[src/rtl/ddr2_sched_pkg.sv]
// ddr2_sched_pkg: shared command encodings, FSM states and refresh limits for the DDR2 scheduler
package ddr2_sched_pkg;
    typedef enum logic [1:0] {
        CMD_NOP = 2'b00,
        CMD_WR  = 2'b01,
        CMD_RD  = 2'b10,
        CMD_REF = 2'b11
    } cmd_type_e;
    typedef enum logic [1:0] {
        ST_IDLE,
        ST_ISSUE,
        ST_WAIT_DONE,
        ST_REF_WAIT
    } state_e;
    localparam int REF_OWED_MAX = 8;
    localparam int REF_URGENT   = 4;
endpackage

[src/rtl/ddr2_refresh_timer.sv]
// ddr2_refresh_timer: tREFI obligation timer with saturating owed-refresh count and sticky overflow
module ddr2_refresh_timer
    import ddr2_sched_pkg::*;
#(
    parameter int REFI_CYCLES = 780
) (
    input  logic       clk_i,
    input  logic       rst_i,
    input  logic       init_done_i,
    input  logic       ref_accept_i,
    output logic [3:0] ref_owed_o,
    output logic       ref_overflow_o
);
    localparam int CW = (REFI_CYCLES > 1) ? $clog2(REFI_CYCLES) : 1;
    logic [CW-1:0] cnt_q, cnt_d;
    logic [3:0]    owed_q, owed_d;
    logic          ovf_q, ovf_d;
    logic          wrap;
    logic          full;
    // a wrap and an acceptance in the same cycle cancel; a wrap with no room left trips overflow
    always_comb begin
        wrap   = init_done_i && (cnt_q == CW'(REFI_CYCLES - 1));
        full   = owed_q == 4'(REF_OWED_MAX);
        cnt_d  = !init_done_i ? cnt_q : wrap ? '0 : cnt_q + 1'b1;
        owed_d = (wrap && !ref_accept_i) ? (full ? owed_q : owed_q + 4'd1) :
                 (!wrap && ref_accept_i && owed_q != 4'd0) ? owed_q - 4'd1 : owed_q;
        ovf_d  = ovf_q | (wrap && !ref_accept_i && full);
    end
    // timer, owed count and sticky overflow registers
    always_ff @(posedge clk_i) begin
        if (rst_i) begin
            cnt_q  <= '0;
            owed_q <= '0;
            ovf_q  <= 1'b0;
        end else begin
            cnt_q  <= cnt_d;
            owed_q <= owed_d;
            ovf_q  <= ovf_d;
        end
    end
    assign ref_owed_o     = owed_q;
    assign ref_overflow_o = ovf_q;
endmodule

[src/rtl/ddr2_cmd_scheduler.sv]
// ddr2_cmd_scheduler: arbitrates reads, writes and refreshes into a one-at-a-time DDR2 command engine
module ddr2_cmd_scheduler
    import ddr2_sched_pkg::*;
#(
    parameter int ADDR_WIDTH  = 28,
    parameter int REFI_CYCLES = 780,
    parameter int RFC_CYCLES  = 13,
    parameter int MAX_STREAK  = 4
) (
    input  logic                  ACLK,
    input  logic                  ARESET,
    input  logic                  init_done,
    input  logic                  wr_req_valid,
    input  logic [ADDR_WIDTH-1:0] wr_req_addr,
    output logic                  wr_req_ready,
    input  logic                  rd_req_valid,
    input  logic [ADDR_WIDTH-1:0] rd_req_addr,
    output logic                  rd_req_ready,
    output logic                  cmd_valid,
    output logic [1:0]            cmd_type,
    output logic [ADDR_WIDTH-1:0] cmd_addr,
    input  logic                  cmd_ready,
    input  logic                  cmd_done,
    output logic [3:0]            ref_owed,
    output logic                  ref_overflow,
    output logic                  busy
);
    localparam int RW = $clog2(RFC_CYCLES + 1);
    localparam int SW = $clog2(MAX_STREAK + 1);
    state_e                state_q, state_d;
    cmd_type_e             type_q, type_d;
    logic [ADDR_WIDTH-1:0] addr_q, addr_d;
    logic [RW-1:0]         rfc_q, rfc_d;
    logic [SW-1:0]         streak_q, streak_d;
    logic                  last_rd_q, last_rd_d;
    logic                  ref_accept;
    logic                  can_grant, urgent, pick_rd, grant_req, grant_ref;
    ddr2_refresh_timer #(.REFI_CYCLES(REFI_CYCLES)) u_refresh_timer (
        .clk_i          (ACLK),
        .rst_i          (ARESET),
        .init_done_i    (init_done),
        .ref_accept_i   (ref_accept),
        .ref_owed_o     (ref_owed),
        .ref_overflow_o (ref_overflow)
    );
    // IDLE arbitration: urgent refresh, then requests with streak-limited fairness, then lazy refresh
    always_comb begin
        can_grant    = (state_q == ST_IDLE) && init_done;
        urgent       = ref_owed >= 4'(REF_URGENT);
        pick_rd      = (rd_req_valid && wr_req_valid) ? (last_rd_q ^ (streak_q == SW'(MAX_STREAK))) : rd_req_valid;
        grant_req    = can_grant && !urgent && (rd_req_valid || wr_req_valid);
        grant_ref    = can_grant && (urgent || (!rd_req_valid && !wr_req_valid && ref_owed != 4'd0));
        rd_req_ready = grant_req && pick_rd;
        wr_req_ready = grant_req && !pick_rd;
    end
    // next-state logic: latch grants, hold commands until accepted, enforce tRFC idle after REF
    always_comb begin
        state_d    = state_q;
        type_d     = type_q;
        addr_d     = addr_q;
        rfc_d      = rfc_q;
        streak_d   = streak_q;
        last_rd_d  = last_rd_q;
        ref_accept = 1'b0;
        case (state_q)
            ST_IDLE: begin
                if (grant_req) begin
                    state_d   = ST_ISSUE;
                    type_d    = pick_rd ? CMD_RD : CMD_WR;
                    addr_d    = pick_rd ? rd_req_addr : wr_req_addr;
                    streak_d  = (pick_rd != last_rd_q) ? SW'(1) :
                                (streak_q == SW'(MAX_STREAK)) ? streak_q : streak_q + 1'b1;
                    last_rd_d = pick_rd;
                end else if (grant_ref) begin
                    state_d = ST_ISSUE;
                    type_d  = CMD_REF;
                    addr_d  = '0;
                end
            end
            ST_ISSUE: begin
                if (cmd_ready) begin
                    ref_accept = type_q == CMD_REF;
                    state_d    = (type_q == CMD_REF) ? ST_REF_WAIT : ST_WAIT_DONE;
                    rfc_d      = (type_q == CMD_REF) ? RW'(RFC_CYCLES) : rfc_q;
                end
            end
            ST_WAIT_DONE: state_d = cmd_done ? ST_IDLE : ST_WAIT_DONE;
            ST_REF_WAIT: begin
                rfc_d   = rfc_q - 1'b1;
                state_d = (rfc_q <= RW'(1)) ? ST_IDLE : ST_REF_WAIT;
            end
            default: state_d = ST_IDLE;
        endcase
    end
    // state and command registers
    always_ff @(posedge ACLK) begin
        if (ARESET) begin
            state_q   <= ST_IDLE;
            type_q    <= CMD_NOP;
            addr_q    <= '0;
            rfc_q     <= '0;
            streak_q  <= '0;
            last_rd_q <= 1'b1;
        end else begin
            state_q   <= state_d;
            type_q    <= type_d;
            addr_q    <= addr_d;
            rfc_q     <= rfc_d;
            streak_q  <= streak_d;
            last_rd_q <= last_rd_d;
        end
    end
    assign cmd_valid = state_q == ST_ISSUE;
    assign cmd_type  = type_q;
    assign cmd_addr  = addr_q;
    assign busy      = state_q != ST_IDLE;
endmodule

[config.mk]
export PLATFORM = sky130hd
export DESIGN_NAME = ddr2_cmd_scheduler
export DESIGN_NICKNAME = d
export VERILOG_FILES = /design/src/rtl/ddr2_sched_pkg.sv /design/src/rtl/ddr2_refresh_timer.sv /design/src/rtl/ddr2_cmd_scheduler.sv
export SDC_FILE = /design/constraint.sdc
export NUM_CORES = 1
export LEC_CHECK = 0
export CAP_MARGIN = 25
export CORE_MARGIN = 8
export CORE_UTILIZATION = 45
export CTS_BUF_LIST = sky130_fd_sc_hd__clkbuf_2 sky130_fd_sc_hd__clkbuf_4 sky130_fd_sc_hd__clkbuf_8
export DETAILED_ROUTE_END_ITERATION = 12
export GPL_ROUTABILITY_DRIVEN = 0
export PLACE_DENSITY = 0.81
export SKIP_LAST_GASP = 1
export SYNTH_ARGS = -nofsm -noshare
export SYNTH_HDL_FRONTEND = slang
export SYNTH_SLANG_ARGS = --single-unit
[constraint.sdc]
create_clock -name ACLK -period 5.6 [get_ports ACLK]
set_clock_uncertainty 0.05 [all_clocks]
set_input_delay 1.12 -clock ACLK [delete_from_list [all_inputs] [get_ports ACLK]]
set_output_delay 1.12 -clock ACLK [all_outputs]
set_load 0.01 [all_outputs]
; Word level (Yosys, flattened, before mapping)
; Index checks and enable logic that the tools add are counted.
[totals]
register_bits = 55
latch_bits = 0
ramBits = 0
mem_bits_ro = 0
inputBits = 63
output_inout_bits = 39
word_cells = 90
n_memories = 0
[classes]
addsub = 5
multipliers = 0
div_mod_pow = 0
n_lt_le_gt_ge = 2
n_eq_ne = 13
shift = 0
muxes = 25
bitwise_logic = 2
reduce_logical = 34
[op_table]
columns = operator, count
row1 = 28-bit 2-to-1 mux, 3
row2 = 4-bit 2-to-1 mux, 5
row3 = 2-bit 2-to-1 mux, 8
row4 = 1-bit logical AND, 14
row5 = 10-bit by 1-bit adder with 10-bit output (second input constant), 1
row6 = 10-bit equality test (second input constant), 1
row7 = 10-bit 2-to-1 mux, 1
row8 = 2-bit case mux with 4 select lines, 1
row9 = 4-bit case mux with 2 select lines, 1
row10 = 2-bit AND reduction, 4
row11 = 2-bit nonzero test, 4
row12 = 4-bit by 1-bit subtractor with 4-bit output (second input constant), 2
row13 = 2-bit equality test (second input constant), 3
row14 = 1-bit zero test, 6
row15 = 3-bit 2-to-1 mux, 2
row16 = 3-bit AND reduction, 2
row17 = 4-bit by 1-bit adder with 4-bit output (second input constant), 1
row18 = 4-bit equality test (second input constant), 1
row19 = 4-bit by 3-bit >= comparator with 1-bit output (second input constant), 1
row20 = 4-bit by 1-bit less-or-equal comparator with 1-bit output (second input constant), 1
row21 = 1-bit 2-to-1 mux, 4
row22 = 2-bit by 1-bit != test with 1-bit output (second input constant), 2
row23 = 2-bit != test (second input constant), 2
row24 = 4-bit nonzero test, 1
row25 = 9 further kinds, 10

; Longest topological paths before layout
; Gate-level depths: netlist (run 1).
[depth]
depth_word = 8
mapped_depth = 11
ltp_nobuf = 11

; Cells and area by module
; From an unflattened synthesis (run 1), not the netlist that was laid out.
[unflattened]
hier_cells = 263
hier_area_um2 = 2650.0
[by_module_without_submodules]
columns = module, n_inst, cells_each, area_per_inst_um2, seq_area_each_um2
row1 = ddr2_cmd_scheduler, 1, 181, 1856.8, 800.8
row2 = ddr2_refresh_timer, 1, 82, 793.3, 300.3

; Worst setup path before layout (run 1)
; Ideal clock, no wire load.
[synth_timing]
path_type = input to output
startpoint = in init_done
endpoint = out wr_req_ready
arrival_ns = 2.342
t_required_ns = 4.430
slack_ns = 2.088
cell_stages = 4
n_path_buf = 1
path_cell_list = or3b_4 or4_4 a21oi_4 buf_6
[synth_via]
elab_chain_cells = 4
[synth_lines]
columns = item, line_no
row1 = start: declaration, ddr2_cmd_scheduler.sv:12  ; input logic init_done,
row2 = 1-bit logical AND, ddr2_cmd_scheduler.sv:48  ; can_grant = (state_q == ST_IDLE) && init_done;
row3 = 1-bit logical AND (2 in series), ddr2_cmd_scheduler.sv:51  ; grant_req = can_grant && !urgent && (rd_req_valid || wr_req_valid);
row4 = 1-bit logical AND, ddr2_cmd_scheduler.sv:54  ; wr_req_ready = grant_req && !pick_rd;
row5 = end: declaration, ddr2_cmd_scheduler.sv:15  ; output logic wr_req_ready,
; No other way between the ends.

; Worst setup path after layout (run 1)
; Ends and elaborated chain as after synthesis.

==> flow_metrics.tcl, run 1 <==
set metrics [dict create \
    power_mw 0.874 \
    async_flop_share_pct 0 \
    cts_buffers 5 \
    path_max_fanout 8 \
    grtUsageMet1_pct 19.4 \
    area_growth_pct 45.0 \
    yosys-top-cells-area "dfxtp_1 (44%), a222oi_1 (11%), nor2_1 (7.7%), ha_1 (3.5%), a21oi_1 (2.8%)" \
    reg2reg_from "u_refresh_timer.cnt_q[0]$_SDFFE_PP0P_" \
    grtUsageMet2_pct 29.1 \
    maxCapViolations 0 \
    r2r-end "u_refresh_timer.ref_owed_o[3]$_SDFFE_PP0P_" \
    synth_seq_area_share_pct 44.2 \
    final_common_cell "clkdlybuf4s50_1" \
    layout_common_cells "clkdlybuf4s50_1 (100), dfxtp_1 (55), nor2_1 (51)" \
    ir_drop_mv 0.144 \
    hold_path.startpoint "u_refresh_timer.ref_overflow_o$_SDFF_PP0_" \
    synth_top_family_by_area "compound AO/OA/AOI/OAI gates" \
    clk_pin_slew_worst_paths_ns 0.09 \
    grt.met3_usage_pct 11.3 \
    r2r_slack_ns 2.78 \
    clock_latency_ns 0.32 \
    port_buffers 101 \
    rsz0062_at_grt "false" \
    yosys_register_bits 55 \
    dieHeight_um 90.4 \
    antenna_found_initial 0 \
    timing.final.crit_share_pct 81.7 \
    syn_nets 338 \
    grt_pass1_vias 2523 \
    synth_compound_area_share_pct 20.3 \
    crit_type "input pin to output port" \
    power-per-cell-area_nw_per_um2 242 \
    cts_sinks 55 \
    start_util_pct 45.8 \
    dp.cells 425 \
    num_rows 27 \
    postCtsSetupBuffers 0 \
    finalCriticalPeriod_ns 4.57 \
    synth_xor_area_share_pct 4.21 \
    ctsResizeCount 0 \
    fmax_mhz 219 \
    fin_ws_ns 1.03 \
    tns_ns 0 \
    drt_iter0_drc 206 \
    die_area_um2 8180 \
    synth_area_um2 2490 \
    startpoint_type "input pin" \
    cts_tree "built" \
    first_pass_iters 6 \
    wl_per_cell_um 17.1 \
    nets 431 \
    muxShareOfSynthArea_pct 1.20 \
    critPathCaptureType "output port" \
    synth_area_leader_cell "dfxtp_1" \
    grt_busiest_layer "met2" \
    cts_hold_buf 0 \
    min_to "u_refresh_timer.ref_overflow_o$_SDFF_PP0_" \
    htree_levels 2 \
    grt_use_total_pct 18.1 \
    overflow 0 \
    cts-root-buf "clkbuf_8" \
    final_cell_count_no_fill 433 \
    leakage_nw 1.36 \
    cts_buffer_depth 2 \
    n_antenna_cell 0 \
    finalWirelength_mm 7.40 \
    hp-class "flip-flop to flip-flop" \
    final-hold-violation-count 0 \
    yosysWarnings 0 \
    syn_avg_cell_area_um2 9.34 \
    synth_edf_count 0 \
    synth.top_cell.area_share_pct 44.2 \
    die_w_um 90.4 \
    final.fill_count 458 \
    finalSetupViolCount 0 \
    finalMaxSlewViolations 0 \
    hpwl_mm 5.39 \
    pre_cts_slack_ns 1.03 \
    grt_max_degree 51 \
    max_slew.worst_pin.slew_ns 0.915 \
    grt_pass1_wl_mm 12.3 \
    core_area_um2 5440 \
    yosys.area_share.adder_pct 4.32 \
    relSlewSlack_pct 39.0 \
    cp.arrival_ns 3.40 \
    cp.required_ns 4.43 \
    whs_path_depth 2 \
    ys_types 51 \
    status "finished, final reports clean" \
    reg2reg_depth 11 \
    ioPinCount 102 \
    drive_above_1_share_pct 6.65 \
    synth_ff_type "dfxtp_1" \
    viasPerCell 5.54 \
    route.detailed.drc 0 \
    synth_cells 267 \
    worst_hold_slack_ns 0.457 \
    antenna_left 0 \
    dr_total_vias 2400 \
    synthSimpleGateAreaFrac_pct 20.3 \
]
## synthesized netlist by cell type (4+ instances only)
cell	n
nand2_1	14
clkbuf_1	6
a21oi_1	14
and3_1	5
nor3_1	7
xor2_1	6
xnor2_1	6
buf_6	4
a222oi_1	27
o21ai_0	4
dfxtp_1	55
ha_1	7
inv_1	8
nor2_1	51
## flip-flops by register name, indices dropped and copies added, names as in the netlist
signal	count
u_refresh_timer.ref_overflow_o	1
cmd_type	2
u_refresh_timer.ref_owed_o	4
state_q	2
cmd_addr	28
last_rd_q	1
u_refresh_timer.cnt_q	10
streak_q	3
rfc_q	4
## worst max-delay path, cell delays in order
cell and delay, ns:
clkdlybuf4s50_1 0.60, or3b_4 0.44, or4_4 0.54, a21oi_4 0.14
clkdlybuf4s50_1 0.56
## area by class of cell
type	count	area, um^2	share of cell area, %
multi-input cells	187	1260	34.7
flip-flops and latches	55	1100	30.4
repair buffers	103	1020	28.2
well taps	72	90.1	2.49
clock buffers	6	82.6	2.28
clock inverters	2	35.0	0.969
inverters	8	30.0	0.830
## stage by stage
step	area [um^2]	util [%]
final	3620	66.5
after global routing	3620	66.5
after CTS	3620	66.5
after detailed placement	3500	64.3
after global placement	3500	64.3
after floorplan	2490	-
## power breakdown
part / switching [mW] / internal (mW)
combinational: 0.0730 / 0.100
clock: 0.129 / 0.145
sequential: 0.0149 / 0.412
total: 0.217 / 0.657
## metal layers
metal  part of all wire [%]  vias up
met1                     39     1130
met3                     13        7
met4                   0.88        0
met5                      0        -
met2                     46       91
li1                       -     1172
## worst max-delay path by stage
stage	from	endpoint	cells past startpoint	slack (ns)
2_1_floorplan	init_done	wr_req_ready	4	2.09
3_3_place_gp	init_done	wr_req_ready	5	1.04
3_5_place_dp	init_done	wr_req_ready	5	1.03
4_1_cts	init_done	wr_req_ready	5	1.02
5_1_grt	init_done	wr_req_ready	5	0.95
6_report	init_done	wr_req_ready	5	1.03
## cell families after synthesis
group                    count (synthesis)
flip-flops                              55
multiplexers                             3
buffers and inverters                   25
AND/OR/NAND/NOR                        103
adder cells (fa/ha/maj)                  8
XOR/XNOR                                12
AO/OA/AOI/OAI                           61
(Power assumes the default switching activity.)
==> run 2, diff against run 1 <==
--- a/config.mk
+++ b/config.mk
@@ -7,11 +7,11 @@
 export LEC_CHECK = 0
 export CAP_MARGIN = 25
 export CORE_MARGIN = 8
-export CORE_UTILIZATION = 45
+export CORE_UTILIZATION = 40
 export CTS_BUF_LIST = sky130_fd_sc_hd__clkbuf_2 sky130_fd_sc_hd__clkbuf_4 sky130_fd_sc_hd__clkbuf_8
 export DETAILED_ROUTE_END_ITERATION = 12
 export GPL_ROUTABILITY_DRIVEN = 0
-export PLACE_DENSITY = 0.81
+export PLACE_DENSITY = 0.76
 export SKIP_LAST_GASP = 1
 export SYNTH_ARGS = -nofsm -noshare
 export SYNTH_HDL_FRONTEND = slang
==> constraint.sdc (replaced) <==
create_clock -name ACLK -period 3.7 [get_ports ACLK]
set_clock_uncertainty 0.05 [all_clocks]
set_input_delay 0.74 -clock ACLK [delete_from_list [all_inputs] [get_ports ACLK]]
set_output_delay 0.74 -clock ACLK [all_outputs]
set_load 0.01 [all_outputs]
==> run 2 against run 1 <==
Via count up 0.79%. Setup slack worse by 0.96 ns. Critical path depth unchanged. Cell count up 2.1%. Combinational power up 55%. Clock-buffer cell count up 1. Die area up 10%. Non-clock buffer count up 6. Critical path type unchanged.
==> flow_metrics.tcl, run 2 (synthesized netlist as in run 1, its figures left out) <==
set metrics [dict create \
    finalCriticalPeriod_ns 3.63 \
    path_max_fanout 2 \
    grt_use_total_pct 17.1 \
    largest_reg_flops 28 \
    status "finished, final reports clean" \
    area_growth_pct 46.6 \
    dr_total_vias 2419 \
    crit_path_end "wr_req_ready" \
    ir_drop_mv 0.275 \
    die_w_um 95.0 \
    ioPinCount 102 \
    hold_path.startpoint "u_refresh_timer.ref_overflow_o$_SDFF_PP0_" \
    fmax_mhz 275 \
    layout_common_cells "clkdlybuf4s50_1 (100), dfxtp_1 (55), nor2_1 (51)" \
    fin_ws_ns 0.0668 \
    pre_cts_slack_ns 0.0734 \
    r2r_slack_ns 1.04 \
    reg2reg_from "u_refresh_timer.cnt_q[0]$_SDFFE_PP0P_" \
    first_pass_iters 8 \
    cts_buffer_depth 2 \
    rsz0062_at_grt "false" \
    n_antenna_cell 0 \
    wl_per_cell_um 16.8 \
    clk_pin_slew_worst_paths_ns 0.10 \
    antenna_found_initial 0 \
    core_area_um2 5990 \
    timing.final.crit_share_pct 98.2 \
    cts_sinks 55 \
    grt_max_degree 31 \
    htree_levels 2 \
    cts_hold_buf 0 \
    finalMaxSlewViolations 0 \
    drive_above_1_share_pct 8.17 \
    viasPerCell 5.47 \
    cp.required_ns 2.91 \
    r2r-end "u_refresh_timer.ref_owed_o[3]$_SDFFE_PP0P_" \
    crit_type "input pin to output port" \
    drt_iter0_drc 215 \
    port_buffers 101 \
    nets 437 \
    dieHeight_um 95.0 \
    power-per-cell-area_nw_per_um2 350 \
    startpoint_type "input pin" \
    reg2reg_depth 11 \
    leakage_nw 1.39 \
    hpwl_mm 5.43 \
    dpl_cell_area_um2 3550 \
    critPathCaptureType "output port" \
    grt_pass1_wl_mm 12.4 \
    num_rows 28 \
    antenna_left 0 \
    start_util_pct 41.6 \
    hp-class "flip-flop to flip-flop" \
    tns_ns 0 \
    relSlewSlack_pct 59.4 \
    grt_pass1_vias 2546 \
    cts-root-buf "clkbuf_8" \
    max_slew.worst_pin.slew_ns 0.610 \
    cts_buffers 5 \
    overflow 0 \
    final_common_cell "clkdlybuf4s50_1" \
    startpoint "init_done" \
    route.detailed.drc 0 \
    finalWirelength_mm 7.41 \
    cp.arrival_ns 2.84 \
    cts_tree "built" \
    clock_latency_ns 0.31 \
    die_area_um2 9020 \
    final_design_area_no_fill_um2 3650 \
    final-hold-violation-count 0 \
    finalSetupViolCount 0 \
    maxCapViolations 0 \
]
-- run 2: layout make-up --
class | count | area (um^2)
fill | 526 | 2340
multi-input combinational | 187 | 1260
sequential | 55 | 1100
timing repair buffer | 109 | 1070
tap | 75 | 93.8
clock buffer | 7 | 90.1
inverter | 8 | 30.0
clock inverter | 1 | 8.76
-- run 2: worst max-delay path: stages --
cell             delay [ns]
clkdlybuf4s50_1        0.50
or3b_4                 0.40
or4_4                  0.51
a21oi_4                0.13
clkdlybuf4s50_1        0.56
-- run 2: worst min-delay path by stage --
stage                                                     end  slack [ns]  cells after the start
floorplan               u_refresh_timer.cnt_q[1]$_SDFFE_PP0P_        0.42                      2
global placement    u_refresh_timer.ref_overflow_o$_SDFF_PP0_        0.42                      2
detailed placement  u_refresh_timer.ref_overflow_o$_SDFF_PP0_        0.42                      2
CTS                 u_refresh_timer.ref_overflow_o$_SDFF_PP0_        0.45                      2
global route            u_refresh_timer.cnt_q[1]$_SDFFE_PP0P_        0.48                      2
finish              u_refresh_timer.ref_overflow_o$_SDFF_PP0_        0.45                      2
-- run 2: through the flow --
step                power (mW)  hold slack [ns]  cells  util, %
floorplan                0.778            0.420    267        -
global placement         0.922            0.417    434     59.2
detailed placement       0.926            0.420    434     59.2
CTS                       1.29            0.450    442     60.9
global route              1.34            0.477    442     61.0
finish                    1.28            0.453    442     61.0
-- run 2: what timing repair did --
item,in CTS,in global routing
buffers inserted,0,0
endpoints found under the setup margin,0,1
resized for setup,0,1
-- run 2: layer usage --
metal  routed length, um  part of all wire, %  global-route usage [%]  vias up
li1                    -                    -                       -     1189
met1                3090                   42                    19.4     1130
met2                3320                   45                    27.4       94
met3                 897                   12                    9.37        6
met4                 106                  1.4                    4.68        0
met5                   0                    0                       0        -
-- run 2: report_power, final --
group          internal, mW  switching [mW]
clock network         0.161           0.202
registers             0.623          0.0227
logic                 0.157           0.111
==> run 3, diff against run 2 <==
--- a/config.mk
+++ b/config.mk
@@ -12,7 +12,6 @@
 export DETAILED_ROUTE_END_ITERATION = 12
 export GPL_ROUTABILITY_DRIVEN = 0
 export PLACE_DENSITY = 0.76
-export SKIP_LAST_GASP = 1
 export SYNTH_ARGS = -nofsm -noshare
 export SYNTH_HDL_FRONTEND = slang
 export SYNTH_SLANG_ARGS = --single-unit
==> results of run 3 <==
Same layout as run 2: the final DEF is identical, and so are final timing and power.
